## config.mk

```make
export PLATFORM = sky130hd
export DESIGN_NAME = mem_read_arbiter
export DESIGN_NICKNAME = d
export VERILOG_FILES = /design/src/rtl/mem_arb_pkg.sv /design/src/rtl/arb_priority_select.sv /design/src/rtl/mem_read_arbiter.sv
export SDC_FILE = /design/constraint.sdc
export NUM_CORES = 1
export LEC_CHECK = 0
export ABC_CLOCK_PERIOD_IN_PS = 2100
export BUFFER_PORTS_ARGS = -buffer_cell sky130_fd_sc_hd__buf_2
export CELL_PAD_IN_SITES_DETAIL_PLACEMENT = 1
export CELL_PAD_IN_SITES_GLOBAL_PLACEMENT = 1
export CORE_UTILIZATION = 35
export CTS_CLUSTER_SIZE = 8
export DETAILED_ROUTE_END_ITERATION = 7
export GPL_ROUTABILITY_DRIVEN = 0
export PLACE_DENSITY = 0.8
export SETUP_SLACK_MARGIN = 0.02
export SYNTH_ARGS = -nofsm -noshare
export SYNTH_HDL_FRONTEND = slang
export SYNTH_SLANG_ARGS = --single-unit
```

## constraint.sdc

```tcl
create_clock -name clk -period 2.1 [get_ports clk]
set_clock_uncertainty 0.15 [all_clocks]
set_input_delay 0.105 -clock clk [delete_from_list [all_inputs] [get_ports clk]]
set_output_delay 0.105 -clock clk [all_outputs]
set_load 0.01 [all_outputs]
```

## src/rtl/mem_arb_pkg.sv

```systemverilog
// Shared types and helpers for the fetch/load read-port arbiter.
package mem_arb_pkg;

  typedef enum logic [1:0] {
    REQ_NONE,
    REQ_INST,
    REQ_DATA
  } requester_e;

  typedef struct packed {
    logic        valid;
    logic [31:0] data;
    logic        err;
  } rsp_t;

  // Word-aligned and no decoded bit above the memory's byte-address range.
  function automatic logic addr_legal(input logic [31:0] addr,
                                      input int unsigned mem_width);
    return (addr[1:0] == 2'b00) && ((addr >> mem_width) == 32'd0);
  endfunction

endpackage

```

## src/rtl/arb_priority_select.sv

```systemverilog
// Combinational data-priority select with a forced fetch grant once the streak saturates.
module arb_priority_select
  import mem_arb_pkg::*;
(
  input  logic       inst_req_i,
  input  logic       data_req_i,
  input  logic       streak_max_i,
  output requester_e sel_o
);

  // NOTE: every always_comb output gets a default first so no path can infer a latch.
  always_comb begin
    sel_o = REQ_NONE;
    if (data_req_i && inst_req_i) begin
      sel_o = streak_max_i ? REQ_INST : REQ_DATA;
    end else if (data_req_i) begin
      sel_o = REQ_DATA;
    end else if (inst_req_i) begin
      sel_o = REQ_INST;
    end
  end

endmodule

```

## src/rtl/mem_read_arbiter.sv

```systemverilog
// Shares one combinational memory read port between fetch and load; responses are registered.
module mem_read_arbiter
  import mem_arb_pkg::*;
#(
  parameter int unsigned MEM_WIDTH       = 12,
  parameter int unsigned MAX_DATA_STREAK = 4
) (
  input  logic        clk,
  input  logic        reset,
  input  logic        inst_req,
  input  logic [31:0] inst_addr,
  output logic        inst_gnt,
  output logic        inst_rvalid,
  output logic [31:0] inst_rdata,
  output logic        inst_err,
  input  logic        data_req,
  input  logic [31:0] data_addr,
  output logic        data_gnt,
  output logic        data_rvalid,
  output logic [31:0] data_rdata,
  output logic        data_err,
  output logic [31:0] mem_address,
  output logic        mem_read_enable,
  input  logic [31:0] mem_read_data
);

  localparam logic [3:0] STREAK_MAX = 4'(MAX_DATA_STREAK);

  logic [3:0]  streak_q, streak_d;
  logic [31:0] addr_q, addr_d;
  rsp_t        inst_rsp_q, inst_rsp_d;
  rsp_t        data_rsp_q, data_rsp_d;

  requester_e  sel;
  logic        granted;
  logic [31:0] gnt_addr;
  logic        gnt_legal;
  rsp_t        gnt_rsp;

  // Requests seen during reset are masked so nothing is granted until reset drops.
  arb_priority_select u_select (
    .inst_req_i  (inst_req & ~reset),
    .data_req_i  (data_req & ~reset),
    .streak_max_i(streak_q == STREAK_MAX),
    .sel_o       (sel)
  );

  always_comb begin
    inst_gnt  = (sel == REQ_INST);
    data_gnt  = (sel == REQ_DATA);
    granted   = inst_gnt || data_gnt;
    gnt_addr  = inst_gnt ? inst_addr : data_addr;
    gnt_legal = addr_legal(gnt_addr, MEM_WIDTH);

    mem_read_enable = granted && gnt_legal;
    if (reset) begin
      mem_address = '0;
    end else if (granted) begin
      mem_address = {gnt_addr[31:2], 2'b00};
    end else begin
      mem_address = addr_q;
    end

    gnt_rsp.valid = 1'b1;
    gnt_rsp.data  = gnt_legal ? mem_read_data : '0;
    gnt_rsp.err   = ~gnt_legal;

    addr_d = granted ? mem_address : addr_q;

    inst_rsp_d       = inst_rsp_q;
    inst_rsp_d.valid = 1'b0;
    if (inst_gnt) inst_rsp_d = gnt_rsp;

    data_rsp_d       = data_rsp_q;
    data_rsp_d.valid = 1'b0;
    if (data_gnt) data_rsp_d = gnt_rsp;

    // The streak only counts data wins that actually delayed a waiting fetch.
    streak_d = streak_q;
    if (!inst_req || inst_gnt) begin
      streak_d = '0;
    end else if (data_gnt && (streak_q != STREAK_MAX)) begin
      streak_d = streak_q + 4'd1;
    end
  end

  // NOTE: sequential state uses non-blocking assignments so all registers update together at the edge.
  always_ff @(posedge clk) begin
    if (reset) begin
      streak_q   <= '0;
      addr_q     <= '0;
      inst_rsp_q <= '0;
      data_rsp_q <= '0;
    end else begin
      streak_q   <= streak_d;
      addr_q     <= addr_d;
      inst_rsp_q <= inst_rsp_d;
      data_rsp_q <= data_rsp_d;
    end
  end

  // A response registered just before reset rises must not escape during reset.
  assign inst_rvalid = inst_rsp_q.valid & ~reset;
  assign inst_rdata  = reset ? '0 : inst_rsp_q.data;
  assign inst_err    = inst_rsp_q.err & ~reset;
  assign data_rvalid = data_rsp_q.valid & ~reset;
  assign data_rdata  = reset ? '0 : data_rsp_q.data;
  assign data_err    = data_rsp_q.err & ~reset;

endmodule
```

After elaboration in Yosys (flattened, before gate mapping)
Cells that the tools add are included.
- output and inout bits: 103
- logic and storage cells: 43
- input port bits: 100
- flip-flop bits (word level): 104
- muxes and demuxes: 12
- bitwise logic cells: 8
- reduce and logical (&&, ||, !) cells: 10
- eq/ne operators: 4
- add/sub/neg operators: 1
- operators by type and width (operator ; count):
    $mux 32 ; 6
    $mux 34 ; 2
    $logic_not 32->1 ; 1
    $and 1x1->1 ; 6
    $mux 2 ; 3
    $add 4x1->4 const B ; 1
    $eq 4x3->1 const B ; 1
    $logic_and 1x1->1 ; 4
    $ne 4x3->1 const B ; 1
    $eq 2x1->1 const B ; 1
    $eq 2x2->1 const B ; 1
    $logic_not 2->1 ; 1
    $logic_or 1x1->1 ; 2
    $not 1->1 ; 2
    $reduce_or 2->1 ; 1
    $logic_not 1->1 ; 1
    $mux 1 ; 1

Longest topological paths before layout
Gate-level depths: netlist (run 1).
- word-level depth: 11
- depth in mapped cells: 9
- gate-level depth less buffers: 7

Cells and area by module
Synthesis (run 1) repeated with hierarchy kept, for this count alone.
- cell total of the unflattened synthesis: 630
- area, all modules: 5243.8 sq um
- by module, submodules not included (module ; seq. area each (sq um) ; cells an instance ; area an instance (sq um) ; instances):
    mem_read_arbiter ; 2082.0 ; 627 ; 5225.0 ; 1
    arb_priority_select ; 0.0 ; 3 ; 18.8 ; 1

Least setup slack after synthesis (run 1)
No wires, ideal clock.
- path kind: register to output
- from: register streak_q[0]
- to: output port mem_address[2]
- buffers on the path: 2
- arrival time: 1773 ps
- stages on the path, launching flop included: 10
- slack: 72 ps
- required time: 1845 ps
- cell sequence: dfxtp_1 inv_1 ha_1 nand3b_4 a211o_2 buf_6 clkinv_4 buf_8 nor3_1 nor4_1
- cells in the longest elaborated chain, start to end: 7
- elaborated cells on any way between the ends: 9
- classes of those cells: 3 x eq/ne; 5 x mux; 1 x reduce/logical
- RTL lines (item ; line ; text):
    from (decl) ; mem_read_arbiter.sv:29 ; logic [3:0] streak_q, streak_d;
    from (signal assigned) ; mem_read_arbiter.sv:95 ; streak_q <= streak_d;
    $eq 4x3->1 (*) ; mem_read_arbiter.sv:44 ; .streak_max_i(streak_q == STREAK_MAX),
    $mux 2 (*) ; arb_priority_select.sv:15 ; sel_o = streak_max_i ? REQ_INST : REQ_DATA;
    $mux 2 (*) ; arb_priority_select.sv:14 ; if (data_req_i && inst_req_i) begin
    $eq 2x1->1 (*) ; mem_read_arbiter.sv:49 ; inst_gnt = (sel == REQ_INST);
    named net inst_gnt ; mem_read_arbiter.sv:12 ; output logic inst_gnt,
    $mux 32 or $logic_or 1x1->1 (tied branches) ; mem_read_arbiter.sv:52, mem_read_arbiter.sv:51 ;
    $mux 32 (*) ; mem_read_arbiter.sv:58 ; end else if (granted) begin
    $mux 32 (*) ; mem_read_arbiter.sv:56 ; if (reset) begin
    to (decl) ; mem_read_arbiter.sv:22 ; output logic [31:0] mem_address,
The timed path passes the listed nets; every way through them passes the cells marked *.

Final worst setup path (run 1)
- from: register streak_q[1]
- to: output port mem_address[6]
- cells in the longest elaborated chain, start to end: 7
- elaborated cells on any way between the ends: 9
- classes of those cells: 3 x eq/ne; 5 x mux; 1 x reduce/logical
- RTL lines (item ; line):
    $eq 4x3->1 (*) ; mem_read_arbiter.sv:44
    $mux 2 (*) ; arb_priority_select.sv:15
    $mux 2 (*) ; arb_priority_select.sv:14
    $eq 2x1->1 or $eq 2x2->1 (tied branches) ; mem_read_arbiter.sv:49, mem_read_arbiter.sv:50
    $mux 32 or $logic_or 1x1->1 (tied branches) ; mem_read_arbiter.sv:52, mem_read_arbiter.sv:51
    $mux 32 (*) ; mem_read_arbiter.sv:58
    $mux 32 (*) ; mem_read_arbiter.sv:56
Every way passes the cells marked *; elsewhere a longest branch is shown, timed or not.

==> results.md, run 1 <==
* Outcome: complete, but fails checks
* Failing checks: setup timing
* Core area at 14500 µm²
* Setup crit start: streak_q[1]
* Htree depth at 3
* Final worst slack at -0.387 ns
* Worst VDD drop at between 0.0004 and 0.0005 V
* IO Count at 203
* HPWL after detailed placement at 12200 µm
* Crit Path Max Fanout at 6
* Max_cap viols at 0
* Startpoint types: flip-flop
* CP arrival at 2.23 ns
* Via/cell ratio at 5.53
* Overall Global Routing Usage at 0.283
* Area fraction of the dominant cell type after synthesis at 0.403
* Ys Warns at 0
* Total CTS buffers at 9
* Fmax at 402 MHz
* HP Start: data_addr[10]
* Leak at about 3.4 nW
* R2R Path Start: streak_q[1]
* DRT antenna net count at 0
* Worst setup EP type: output port
* Relative slew slack at 0.536
* Row count at between 40 and 50
* Fraction of layout instances using a drive strength above 1 at 0.436
* DRC at 0
* Fillers at 1663
* Die height at 124 µm
* Total number of vias at 5779
* Pins over their slew limit at 0
* #FFs+latches synth at 104
* CTS sink count at 104
* Critical-path cell list: inv_2 -> ha_4 -> nand3b_4 -> a211o_4 -> buf_12 -> buf_12 -> clkinv_8 -> nor3_2 -> nor4_1 -> buf_2
* Leading area contributor after synthesis: dfxtp_1
* Mean Syn Cell Area at 8.78 µm²
* WP buf/inv at 5
* Die W at 124 µm
* Final Hold Slack at 0.0308 ns
* Initial antenna violation count at 1
* Drt total wl at 22900 µm
* First-pass GRT wire length at 32600 µm
* Most common cell after layout, fill and taps aside: buf_2
* Cells after synthesis at 589
* Vias in the first global route at 6253
* Clk root buf: clkbuf_16
* DR iter-0 viols at 239
* Cell mode on critical path: buf_12
* Die area at 15300 µm²
* Layout Nets at between 900 and 1000
* CTS tree: yes
* ANT cells at 0
* Post-layout util at 0.579
* Tmin final at about 2.5 ns
* Distinct cells, synth at 41
* Final setup fails at 32
* Sequential share of the synthesized area at 0.403
* Largest stage delay on the critical path at roughly 0.38 ns
* Initial core utilization at 0.357
* Cell Pwr Density at ~600 nW/µm²
* Crit-path slowest cell: a211o_4
* Worst hold path type: in -> reg
* Worst-margin pin slew at 0.696 ns
* Clock transition at path regs at 0.08 ns
* Longest Clk Path Bufs at 2
* Port buffer count at 202
* Synth-to-Final Area Change at 62.2%
* Clk Latency, worst-skew pair at 0.35 ns
* Pin count of the biggest net entering global routing at 98
* Most frequent cells in the layout: buf_2, dfxtp_1, nor2b_1
* Hold Vio Cnt, Final at 0
* Critical Path RT at 1.85 ns
* Mapped Nets at between 600 and 700
* Routed WL per cell at ~22 µm
* Final Cycle Share at 1.18
* Setup Crit Path Kind: reg -> out
* Cell Area, Synth at 5170 µm²
* Crit path max-delay family: buffers and inverters
* Initial DRT Pass Iterations at 4
* RSZ-0062 raised after global routing: true
* Top post-synthesis cells by area: dfxtp_1, nor2b_1, a2111oi_2, nor2_1, a31o_1
* Global route overflow at 0
[worst paths after layout]
kind / end / slack, ns / cells past startpoint
setup / recovery: mem_address[6] / -0.39 / 10
hold / removal: addr_q[10] / 0.03 / 3
setup reg to reg: addr_q[22] / 0 / 7
hold reg to reg: addr_q[0] / 0.33 / 1
[metal layers]
metal / vias to the layer above / part of all wire / global-route usage
met5: - / 0.00057 / 0
met4: 2 / 0.053 / 0.154
met3: 95 / 0.061 / 0.0720
met2: 238 / 0.52 / 0.523
met1: 2827 / 0.36 / 0.290
li1: 2617 / - / -
[final cells by class]
type / instances / area (µm²) / share of cell area
Multi-Input combinational cell: 424 / 3410 / 0.406
Timing Repair Buffer: 310 / 2260 / 0.270
Sequential cell: 104 / 2080 / 0.248
Clock buffer: 12 / 256 / 0.0306
Tap cell: 184 / 230 / 0.0275
Clock inverter: 4 / 98.8 / 0.0118
Inverter: 6 / 35.0 / 0.00418
Timing Repair inverter: 1 / 16.3 / 0.00194
[what timing repair did]
item,4_1_cts,5_1_grt
hold endpoints to repair,84,0
gates cloned,6,1
pin swaps,15,8
setup endpoints to repair,33,53
hold buffers,50,0
gates resized for setup,90,37
setup buffers,26,6
[power breakdown]
group / internal (mW) / switching [mW]
Clock: 1.24 / 0.774
Sequential: 2.02 / 0.0163
Combinational: 0.420 / 0.531
Total: 3.68 / 1.32
[registers in the layout, summed over array words and instances, names as in the netlist]
name / flops
data_rsp_q: 34
inst_rsp_q: 34
addr_q: 32
streak_q: 4
[cell usage after synthesis]
library cell / n
dfxtp_1: 104
nor2b_1: 101
nor2_1: 84
nand3_1: 35
nand2_1: 34
a2111oi_2: 30
a31o_1: 30
o21ai_1: 29
nor4_1: 28
clkbuf_1: 22
buf_2: 19
nor3_1: 10
buf_6: 6
a2111oi_0: 5
a2111oi_1: 5
buf_4: 5
inv_1: 5
nor3b_1: 4
o21ai_0: 4
buf_12: 3
a31o_2: 2
and2_1: 2
and4_1: 2
ha_1: 2
o21a_1: 2
a211o_2: 1
a21oi_1: 1
buf_8: 1
clkinv_4: 1
mux2_2: 1
nand3b_4: 1
nand4_1: 1
nor2_2: 1
nor2_4: 1
nor3_2: 1
nor3_4: 1
or2_2: 1
or4_1: 1
or4_4: 1
xnor2_1: 1
xor2_1: 1
[worst min-delay path, cell delays in order]
cell and delay (ns):
buf_2 0.08, nor3_2 0.05, nor4_1 0.23
[kinds of logic after synthesis]
| group | count (synthesis) | share of synthesized area |
|---|---|---|
| and+or+nand+nor | 309 | 0.315 |
| AOI/OAI and AO/OA | 109 | 0.197 |
| buffers and inverters | 62 | 0.0745 |
| adders and majority gates | 2 | 0.00484 |
| xor gates and xnor gates | 2 | 0.00339 |
| DFF | 104 | 0.403 |
| muxes | 1 | 0.00218 |
[through the flow]
stage                     setup slack, ns  cell area (µm²)  power [mW]  instances  TNS (ns)
after floorplan                    0.0719             5170        2.41        589         0
after global placement             0.0350             6370        2.64        944         0
after detailed placement          -0.0534             6370        2.67        944    -0.158
after CTS                          -0.347             8130        4.92       1041     -6.92
after global routing               -0.431             8390        5.16       1045    -10.51
final                              -0.387             8390        5.00       1045     -8.04
Power figures use the tool's default switching activity.
==> run 2, diff against run 1 <==
--- a/config.mk
+++ b/config.mk
@@ -13,6 +13,7 @@
 export CTS_CLUSTER_SIZE = 8
 export DETAILED_ROUTE_END_ITERATION = 7
 export GPL_ROUTABILITY_DRIVEN = 0
+export MAX_ROUTING_LAYER = met4
 export PLACE_DENSITY = 0.8
 export SETUP_SLACK_MARGIN = 0.02
 export SYNTH_ARGS = -nofsm -noshare
==> run 2 against run 1 <==
Net effect:
- the flow still finishes with violations (setup timing)
- wire length decreased by 0.38%
- critical path depth unchanged
- power about the same
- final area about the same
- register-to-register slack improved by 0.02 ns
- largest power group unchanged
- clock power about the same
- utilization about the same
- combinational power about the same
- largest cell class unchanged
- first-iteration DRC count decreased by 1.3%
- sequential cell count unchanged
- sequential power about the same
==> results.md, run 2 (synthesis gave the netlist of run 1 again) <==
* Leak at roughly 3.4 nW
* Outcome: complete, but fails checks
* Tmin final at 2.48 ns
* Cell mode on critical path: buf_12
* Critical Path RT at around 1.9 ns
* Worst VDD drop at 0.000437 V
* Core area at 14500 µm²
* Final setup fails at 31
* CTS tree: yes
* Routed WL per cell at 21.8 µm
* CP arrival at 2.22 ns
* Fmax at 404 MHz
* Pin count of the biggest net entering global routing at ~100
* Initial core utilization at 0.357
* Htree depth at 3
* Layout Nets at 958
* Fillers at 1661
* Die height at around 120 µm
* Most common cell after layout, fill and taps aside: buf_2
* HPWL after detailed placement at 12200 µm
* Clk Latency, worst-skew pair at 0.35 ns
* Clock transition at path regs at 0.08 ns
* Relative slew slack at 0.540
* RSZ-0062 raised after global routing: true
* Worst setup EP type: output port
* Die area at ~15000 µm²
* Overall power at 5.00 mW
* Failing checks: setup timing
* Crit Path Max Fanout at 6
* Crit path max-delay family: buffers and inverters
* Global route overflow at 0
* Largest stage delay on the critical path at 0.38 ns
* CTS sink count at about 100
* Clk root buf: clkbuf_16
* Total CTS buffers at 9
* Critical-path cell list: inv_2 -> ha_4 -> nand3b_4 -> a211o_4 -> buf_12 -> buf_12 -> clkinv_8 -> nor3_2 -> nor4_1 -> buf_2
* Cell Pwr Density at roughly 600 nW/µm²
* Final Cycle Share at 1.18
* Overall Global Routing Usage at 0.292
* Pre-CTS setup slack at -0.0534 ns
* Setup Crit Path Kind: reg -> out
* Final worst slack at -0.375 ns
* WP buf/inv at 5
* Via/cell ratio at 5.55
* Startpoint types: flip-flop
* Pins over their slew limit at 0
* Initial antenna violation count at 1
* DRT antenna net count at 0
* Post-layout util at 0.579
* Drt total wl at 22800 µm
* DRC at 0
* IO Count at 203
* Worst hold path type: in -> reg
* DR iter-0 viols at 236
* Total number of vias at just under 6000
* First-pass GRT wire length at 32600 µm
* Fraction of layout instances using a drive strength above 1 at 0.436
* Crit-path slowest cell: a211o_4
* Most frequent cells in the layout: buf_2, dfxtp_1, nor2b_1
* Synth-to-Final Area Change at 62.2%
* Max_cap viols at 0
* Port buffer count at about 200
* Longest Clk Path Bufs at 2
* Initial DRT Pass Iterations at 4
* Worst-margin pin slew at about 0.7 ns
* Hold Vio Cnt, Final at 0
* Vias in the first global route at 6252
* Regs by FF count: data_rsp_q (34), inst_rsp_q (34), addr_q (32)
* Die W at 124 µm
* Row count at 44
==> run 2: cell count changes in the layout (fill, tap and decap cells not counted), sizes merged <==
cell and change:
diode +1
==> run 2: timing repair <==
action	CTS	global route
cloned	6	1
gates resized for setup	90	37
endpoints found under the hold margin	84	0
setup buffers	26	6
hold buffers	50	0
pin swaps	15	9
setup endpoints to repair	33	53
==> run 2: worst reg2reg max path: stages (launching register included) <==
cell       delay, ns
dfxtp_2         0.33
inv_2           0.07
ha_4            0.14
nand3b_4        0.08
a211o_4         0.38
buf_12          0.16
buf_12          0.14
nor2_1          0.27
buf_4           0.20
a2111oi_4       0.04
==> run 2: worst paths after layout <==
check / slack [ns] / to / cells after the start / start
setup reg to reg: 0.02 / addr_q[17] / 9 / streak_q[1]
hold / removal: 0.03 / addr_q[10] / 3 / data_addr[10]
setup / recovery: -0.38 / mem_address[6] / 10 / streak_q[1]
hold reg to reg: 0.33 / addr_q[0] / 1 / addr_q[0]
==> run 2: report_power, final <==
| part | internal (mW) | switching [mW] |
|---|---|---|
| Sequential | 2.02 | 0.0165 |
| Combinational | 0.420 | 0.528 |
| Clock | 1.24 | 0.777 |
| Total | 3.68 | 1.32 |
==> run 2: per-stage QoR <==
stage	TNS [ns]	hold slack, ns	area, µm²	cells
floorplan	0	0.0892	5170	589
detailed placement	-0.158	0.195	6370	944
finish	-8.08	0.0283	8390	1046
global route	-10.43	0.0507	8390	1046
global placement	0	0.188	6370	944
CTS	-6.92	0.00601	8130	1041
==> run 2: layout make-up <==
class,instances,area (µm²),share of cell area
clock buffers,12,256,0.0306
diodes,1,2.50,0.000298
flip-flops and latches,104,2080,0.248
multi-input cells,424,3410,0.406
clock inverters,4,98.8,0.0118
repair inverters,1,16.3,0.00194
inverters,6,35.0,0.00418
well taps,184,230,0.0274
repair buffers,310,2260,0.270
==> run 2: routing by layer <==
layer / part of all wire / GRT usage / routed length [µm]
met1: 0.38 / 0.296 / 8610
met2: 0.52 / 0.526 / 11900
met3: 0.051 / 0.0595 / 1160
met4: 0.050 / 0.153 / 1130
met5: 0 / - / 0
==> run 3, diff against run 2 <==
--- a/config.mk
+++ b/config.mk
@@ -5,13 +5,13 @@
 export SDC_FILE = /design/constraint.sdc
 export NUM_CORES = 1
 export LEC_CHECK = 0
-export ABC_CLOCK_PERIOD_IN_PS = 2100
-export BUFFER_PORTS_ARGS = -buffer_cell sky130_fd_sc_hd__buf_2
+export ABC_CLOCK_PERIOD_IN_PS = 2550
 export CELL_PAD_IN_SITES_DETAIL_PLACEMENT = 1
 export CELL_PAD_IN_SITES_GLOBAL_PLACEMENT = 1
-export CORE_UTILIZATION = 35
+export CORE_UTILIZATION = 46
 export CTS_CLUSTER_SIZE = 8
 export DETAILED_ROUTE_END_ITERATION = 7
+export DONT_BUFFER_PORTS = 1
 export GPL_ROUTABILITY_DRIVEN = 0
 export MAX_ROUTING_LAYER = met4
 export PLACE_DENSITY = 0.8
==> constraint.sdc (replaced) <==
create_clock -name clk -period 2.55 [get_ports clk]
set_clock_uncertainty 0.15 [all_clocks]
set_input_delay 0.1275 -clock clk [delete_from_list [all_inputs] [get_ports clk]]
set_output_delay 0.1275 -clock clk [all_outputs]
set_load 0.01 [all_outputs]
==> run 3 against run 2 <==
Net effect:
- cell count decreased by 22%
- clock-buffer cell count decreased by 1
- sequential cell count did not move
- global-route usage increased by 0.98 points
- critical path type is now reg -> reg
- the run now ends clean
- worst hold slack worse by 0.0079 ns
- sequential power is 18% lower
==> results.md, run 3 (synthesis gave the netlist of run 1 again) <==
* Outcome: finished, final reports clean
* Worst r2r path cells at 7
* Worst VDD drop at 0.000268 V
* Startpoint types: flip-flop
* Worst hold path type: in -> reg
* Initial core utilization at 0.475
* Most common cell after layout, fill and taps aside: dfxtp_1
* CP arrival at between 2 and 3 ns
* Global route overflow at 0
* Tmin final at about 2.5 ns
* Pin count of the biggest net entering global routing at 72
* Die height at between 100 and 150 µm
* IO Count at 203
* Layout Nets at 780
* Gate power share at 0.165
* Final Hold Slack at 0.0204 ns
* Overall power at 3.20 mW
* Post-layout util at 0.606
* Hold Vio Cnt, Final at 0
* Routed WL per cell at 22.3 µm
* RSZ-0062 raised after global routing: true
* DRC at 0
* Regs by FF count: data_rsp_q (34), inst_rsp_q (34), addr_q (32)
* Fmax at 397 MHz
* P_int at 2.35 mW
* Worst-margin pin slew at 0.793 ns
* Die W at 108 µm
* Sw Share at 0.265
* Worst setup EP type: flip-flop
* Max_cap viols at 0
* Final worst slack at 0.0307 ns
* Overall Global Routing Usage at 0.301
* Largest stage delay on the critical path at 0.61 ns
* Critical Path RT at 2.69 ns
* ANT cells at 0
* Port buffer count at 0
* Die area at 11700 µm²
* Clk Latency, worst-skew pair at 0.35 ns
* Min-Delay Path Depth at 2
* R2R Path Start: streak_q[0]
* Setup TNS Final at 0 ns
* Crit-path slowest cell: dlygate4sd3_1
* Row count at 38
* Core area at 10900 µm²
* Pre-CTS setup slack at ~0.33 ns
* Setup Crit Path Kind: reg -> reg
* HPWL after detailed placement at roughly 9900 µm
* Clock transition at path regs at 0.10 ns
* Switching pwr at 850 µW
* Relative slew slack at 0.467
* Synth-to-Final Area Change at 27.6%
* Fraction of layout instances using a drive strength above 1 at 0.169
* Vias in the first global route at 5210
* Cell Pwr Density at 486 nW/µm²
* Clock power share at 0.310
* Initial DRT Pass Iterations at 5
* Total number of vias at 4894
* Initial antenna violation count at 0
* Pins over their slew limit at 0
* Htree depth at 3
* Crit Path Max Fanout at 10
* Clk root buf: clkbuf_8
* DR iter-0 viols at 276
* Drt total wl at 18300 µm
* Final Cycle Share at 0.988
* Final setup fails at 0
* Via/cell ratio at 5.96
* Longest Clk Path Bufs at 2
* Most frequent cells in the layout: dfxtp_1, nor2b_1, dlygate4sd3_1
* Reg power frac at 0.525
* Critical-path cell list: inv_1 -> ha_2 -> nand3b_4 -> a211o_2 -> clkbuf_16 -> a2111oi_1 -> dlygate4sd3_1
* HP Start: reset
* First-pass GRT wire length at 26500 µm
* Total CTS buffers at 9
* CTS tree: yes
* DRT antenna net count at 0
* Setup crit start: streak_q[0]
* Leak at 2.38 nW
* CTS sink count at 104
==> run 3: power groups by stage <==
stage / clock, mW / sequential [mW] / combinational (mW)
final: 0.993 / 1.68 / 0.529
after global routing: 1.07 / 1.68 / 0.564
after CTS: 1.01 / 1.68 / 0.476
after detailed placement: 0 / 1.72 / 0.313
after global placement: 0 / 1.71 / 0.299
after floorplan: 0 / 1.71 / 0.274
==> run 3: cell type report <==
class | instances | area, µm²
tap | 140 | 175
inverter | 6 | 35.0
multi-input combinational | 424 | 2810
timing repair inverter | 1 | 8.76
fill | 1226 | 4290
clock buffer | 11 | 131
sequential | 104 | 2080
clock inverter | 3 | 45.0
timing repair buffer | 132 | 1310
==> run 3: worst paths after layout <==
path	endpoint	slack, ns
max	addr_q[20]	0.03
min	addr_q[21]	0.02
min reg2reg	streak_q[0]	0.30
max reg2reg	addr_q[20]	0.03
==> run 3: routing by layer <==
| metal | track usage | vias to the layer above | wire length [µm] |
|---|---|---|---|
| li1 | - | 2252 | - |
| met1 | 0.317 | 2373 | 7090 |
| met2 | 0.535 | 209 | 9430 |
| met3 | 0.0633 | 60 | 1070 |
| met4 | 0.144 | 0 | 736 |
| met5 | - | - | 0 |
==> run 3: stage by stage <==
stage	instance area, µm²	std cells
after floorplan	5170	589
after global placement	5270	704
after detailed placement	5270	704
after CTS	6420	814
after global routing	6600	821
final	6600	821
==> run 3: timing repair <==
| item | in CTS | in global routing |
|---|---|---|
| endpoints found under the setup margin | 13 | 48 |
| pin swaps | 1 | 2 |
| setup buffers | 1 | 4 |
| hold buffers | 95 | 3 |
| endpoints found under the hold margin | 103 | 3 |
| gates resized for setup | 0 | 29 |
| gates cloned | 0 | 3 |
==> run 3: worst max-delay path, delay by kind of cell (launching register included) <==
| kind | cells | cell delay (ns) |
|---|---|---|
| adder cells (fa/ha/maj) | 1 | 0.19 |
| AND/OR/NAND/NOR | 1 | 0.11 |
| AO/OA/AOI/OAI | 2 | 0.79 |
| buffers and inverters | 3 | 0.88 |
| flip-flops | 1 | 0.35 |
